File: src/rtl/bsg_comm_link_core_arb.sv
// Round-robin packet arbiter feeding the comm link core input; a granted requester owns the link until its last word.
// Optional per-requester packet counters are enabled by defining BSG_COMM_LINK_CORE_ARB_STATS_EN.
module bsg_comm_link_core_arb #(
  parameter int num_req_p   = 4,
  parameter int width_p     = 32,
  parameter int cnt_width_p = 16
) (
  input  logic                             clk_i,
  input  logic                             reset_n_i,
  input  logic                             calib_done_i,
  input  logic [num_req_p-1:0]             req_v_i,
  input  logic [num_req_p*width_p-1:0]     req_data_i,
  input  logic [num_req_p-1:0]             req_last_i,
  output logic [num_req_p-1:0]             req_yumi_o,
  output logic                             core_v_o,
  output logic [width_p-1:0]               core_data_o,
  input  logic                             core_ready_i,
  output logic [num_req_p-1:0]             grant_o,
  output logic [num_req_p*cnt_width_p-1:0] pkt_cnt_o
);

  localparam int lg_w = (num_req_p > 1) ? $clog2(num_req_p) : 1;

  localparam logic [0:0] IDLE   = 1'b0;
  localparam logic [0:0] LOCKED = 1'b1;

  logic [0:0]           state_r;
  logic [lg_w-1:0]      owner_r;
  logic [lg_w-1:0]      ptr_r;
  logic [lg_w-1:0]      win;
  logic [lg_w-1:0]      idx;
  logic [lg_w-1:0]      sel;
  logic [lg_w-1:0]      nxt_ptr;
  logic                 found;
  logic                 cur_v;
  logic                 owns;
  logic                 yumi_any;
  logic                 done;
  logic [num_req_p-1:0] sel_onehot;

  // Scan upward from the pointer with wrap; first valid requester wins
  always_comb begin
    win   = ptr_r;
    idx   = ptr_r;
    found = 1'b0;
    for (int k = 0; k < num_req_p; k++) begin
      idx = lg_w'((int'(ptr_r) + k) % num_req_p);
      if (!found && req_v_i[idx]) begin
        found = 1'b1;
        win   = idx;
      end
    end
  end

  // A locked owner is forwarded regardless of calibration so its packet can finish
  always_comb begin
    sel   = owner_r;
    cur_v = 1'b0;
    if (state_r == IDLE) begin
      sel   = win;
      cur_v = calib_done_i & found;
    end else begin
      cur_v = req_v_i[owner_r];
    end
    if (!reset_n_i) cur_v = 1'b0;
  end

  assign owns       = reset_n_i & ((state_r == LOCKED) | cur_v);
  assign sel_onehot = {{(num_req_p-1){1'b0}}, 1'b1} << sel;
  assign yumi_any   = cur_v & core_ready_i;
  assign done       = yumi_any & req_last_i[sel];
  assign nxt_ptr    = (sel == lg_w'(num_req_p-1)) ? '0 : sel + lg_w'(1);

  assign core_v_o    = cur_v;
  assign core_data_o = req_data_i[int'(sel)*width_p +: width_p];
  assign grant_o     = owns ? sel_onehot : '0;
  assign req_yumi_o  = yumi_any ? sel_onehot : '0;

  // Lock on any presented word that does not finish the packet, even under backpressure
  always_ff @(posedge clk_i) begin
    if (!reset_n_i) begin
      state_r <= IDLE;
      owner_r <= '0;
      ptr_r   <= '0;
    end else begin
      if (state_r == IDLE) begin
        if (cur_v) begin
          owner_r <= sel;
          if (!done) state_r <= LOCKED;
        end
      end else if (done) begin
        state_r <= IDLE;
      end
      if (done) ptr_r <= nxt_ptr;
    end
  end

`ifdef BSG_COMM_LINK_CORE_ARB_STATS_EN
  logic [cnt_width_p-1:0] cnt_r [num_req_p];

  always_ff @(posedge clk_i) begin
    for (int i = 0; i < num_req_p; i++) begin
      if (!reset_n_i) begin
        cnt_r[i] <= '0;
      end else if (done && (sel == lg_w'(i))) begin
        cnt_r[i] <= cnt_r[i] + cnt_width_p'(1);
      end
    end
  end

  for (genvar g = 0; g < num_req_p; g++) begin : g_cnt
    assign pkt_cnt_o[g*cnt_width_p +: cnt_width_p] = cnt_r[g];
  end
`else
  assign pkt_cnt_o = '0;
`endif

endmodule
File: config.mk
export PLATFORM = sky130hd
export DESIGN_NAME = bsg_comm_link_core_arb
export DESIGN_NICKNAME = d
export VERILOG_FILES = /design/src/rtl/bsg_comm_link_core_arb.sv
export SDC_FILE = /design/constraint.sdc
export NUM_CORES = 1
export LEC_CHECK = 0
export BUFFER_PORTS_ARGS = -buffer_cell sky130_fd_sc_hd__buf_2
export CORE_AREA = 2 2 94 96
export DETAILED_ROUTE_END_ITERATION = 8
export DIE_AREA = 0 0 96 98
export HOLD_SLACK_MARGIN = 0.15
export SYNTH_ARGS = -nofsm -noshare
export SYNTH_HDL_FRONTEND = slang
export SYNTH_SLANG_ARGS = --single-unit
export TNS_END_PERCENT = 30
File: constraint.sdc
create_clock -name clk_i -period 2.4 [get_ports clk_i]
set_input_delay 0.12 -clock clk_i [delete_from_list [all_inputs] [get_ports clk_i]]
set_output_delay 0.12 -clock clk_i [all_outputs]
set_load 0.01 [all_outputs]
==> impl_results.md <==
- Largest family of logic cells by synthesized area: multiplexers
- Mapped cell area: 0.00183 mm2
- Fin util: 31.2%
- Ports: 245
- Post-synthesis register bit count: 5
- Overall Power: 0.914 mW
- Xor/xnor share of the synthesized area: 0%
- Fin. Hold Viols: 0
- CP max FO: 17
- Routed Wire Length: 6440 um
- Post-route setup TNS: 0 ns
- Mean Syn Cell Area: 10.8 um2
- Fin crit share: 94.5%
- Synthesis-to-layout area growth: 44.5%
- Cts hold-fix bufs: 0
- Die ar.: 0.00941 mm2
- Total track usage: 11.8%
- Nature of the critical path startpoint: flip-flop
- Most common cell after layout, fill and taps aside: buf_2
- Fill cell count: 919
- DRT iter0 DRCs: 24
- H-tree levels: 1
- Largest net degree at the start of global routing: 21
- Clock Tree Buf Depth: 2
- Synth area leaders: mux4_2 (38%), buf_4 (28%), dfxtp_1 (5.5%)
- Complex-gate fraction of the synthesized area: 5.89%
- CP Capture Type: output port
- RSZ-0062 raised after global routing: true
- Synth Area in Adders: 2.74%
- CTS clock-pin slew for the worst setup and hold paths: 0.03 ns
- Most frequent cells in the layout: buf_2 (180), conb_1 (64), mux4_2 (31)
- Critical Path AT: 2.15 ns
- Post-DP HPWL: 5900 um
- CTS tree: done
- Post-synthesis simple-gate area fraction: 8.22%
- Via count: 1,874
- Gpl congestion: 0.835
- Remaining DRCs: 0
- Mux cell area share after synthesis: 44.4%
- WP data required: 2.28 ns
- Fin crit period: 2.27 ns
- DR vias/cell: 4.09
- Top-area cell type share of the netlist area: 38.2%
- Die span in y: 98 um
- Share of layout cells above drive strength 1: 64.3%
- Max IR drop VDD: 0.000136 V
- Max-Cap Viols: 0
- Worst-skew pair later-pin latency: 0.22 ns
- Routed len/inst: 14.1 um
- Die width: 96 um
- Clock Skews: 0.000912 ns
- Post-DRT Antenna Nets: 0
- TritonRoute pass-1 iters: 4
- Hold slack: 0.189 ns
- TritonCTS Sinks: 5
- Initial core utilization: 21.6%
- Initial antenna violation count: 0
- Port buffer count: 180
- Setup violators final: 0
- CTS buffer count: 3
- Nets: 495
- Cells after Synth: 169
- Fmax: 0.441 GHz
- Post-synth top area cell: mux4_2
- Sequential fraction of the synthesis area: 5.48%
- Crit-path cells: nor2_1, nand2_1, a311oi_1, o31a_2, buf_12, mux4_1, buf_2
- Largest stage delay on the critical path: 0.56 ns
- Core area: 0.00847 mm2
- Vias in the first global route: 1,739
- Root Driver: clkbuf_8
- Distinct cell type count after synthesis: 29
- Diode count: 0
- YS warnings: 0
- PD cells: 346 mW/mm2
- Worst hold-check path type: input port to flip-flop
- Pins Over Slew Limit: 0
- Status: completed
- Leakage: 1.44 nW
- Core Rows: 34
- Global-route wire length before repair: 8750 um
- Critical setup path kind: flip-flop to output port
- Overflow after GRT: 0
- Slowest CP cell: mux4_1
[sequential cells by signal (all words and copies together), names as in the netlist]
register	cells
state_r	1
ptr_r	2
owner_r	2
[synthesized netlist by cell type]
| cell type | number |
|---|---|
| nor2_1 | 1 |
| nor2b_1 | 4 |
| o22a_1 | 1 |
| nor3_1 | 2 |
| o41ai_1 | 1 |
| a21oi_1 | 3 |
| o41a_1 | 1 |
| a21boi_0 | 1 |
| inv_2 | 1 |
| mux4_1 | 2 |
| a311oi_1 | 1 |
| nand3b_1 | 1 |
| and2b_1 | 1 |
| nand2_1 | 9 |
| conb_1 | 1 |
| o21ai_0 | 3 |
| a31o_1 | 1 |
| buf_6 | 2 |
| and2_1 | 10 |
| mux2i_1 | 6 |
| buf_4 | 67 |
| o31ai_1 | 1 |
| o31a_1 | 1 |
| inv_1 | 4 |
| buf_12 | 3 |
| o21a_1 | 1 |
| ha_1 | 4 |
| mux4_2 | 31 |
| dfxtp_1 | 5 |
[path summary, 6_finish.rpt]
check            start        endpoint  cells past startpoint  slack (ns)
min          reset_n_i      owner_r[0]                      2        0.19
max reg2reg   ptr_r[0]        ptr_r[1]                      8        0.32
max           ptr_r[1]  core_data_o[3]                      7        0.13
min reg2reg   ptr_r[0]        ptr_r[0]                      2        0.50
[metal layers]
| layer | wire length, um | global-route usage [%] | share of wire [%] |
|---|---|---|---|
| met1 | 2420 | 14.3 | 38 |
| met2 | 3410 | 21.9 | 53 |
| met5 | 0 | 0 | 0 |
| met3 | 526 | 1.23 | 8.2 |
| met4 | 85 | 2.75 | 1.3 |
[logic make-up after synthesis]
group,Yosys count
other,1
AOI/OAI and AO/OA,15
muxes,39
adders and majority gates,4
buffers and inverters,77
and+or+nand+nor,28
DFF,5
[critical path: cells and delay by family (launching register included)]
family | cells | cell delay [ns]
AO/OA/AOI/OAI | 2 | 0.50
buffers and inverters | 2 | 0.34
flip-flops | 1 | 0.34
multiplexers | 1 | 0.56
AND/OR/NAND/NOR | 2 | 0.17
[power by group]
group	total [mW]	internal, mW	switching (mW)
combinational	0.662	0.354	0.308
clock	0.154	0.114	0.0397
sequential	0.0987	0.0900	0.00874
[layout make-up]
type | count | area, um2 | share of cell area, %
flip-flops and latches | 5 | 101 | 3.84
repair buffers | 186 | 971 | 36.8
clock buffers | 4 | 45.0 | 1.71
inverters | 5 | 18.8 | 0.711
well taps | 108 | 135 | 5.12
multi-input cells | 150 | 1370 | 51.8
[stage by stage]
stage	worst slack, ns	cell area, um2	instances
2_1_floorplan	0.471	2060	232
3_3_place_gp	0.312	2580	453
3_5_place_dp	0.234	2580	453
4_1_cts	-0.000316	2620	457
5_1_grt	-0.000142	2640	458
6_report	0.133	2640	458
[repair_timing]
item                                   4_1_cts  5_1_grt
setup endpoints to repair                    1       37
resized for setup                            0        3
setup buffers                                0        1
pin swaps                                    0        0
endpoints found under the hold margin        0        0
No activity file was read; power rests on OpenSTA's default activity.
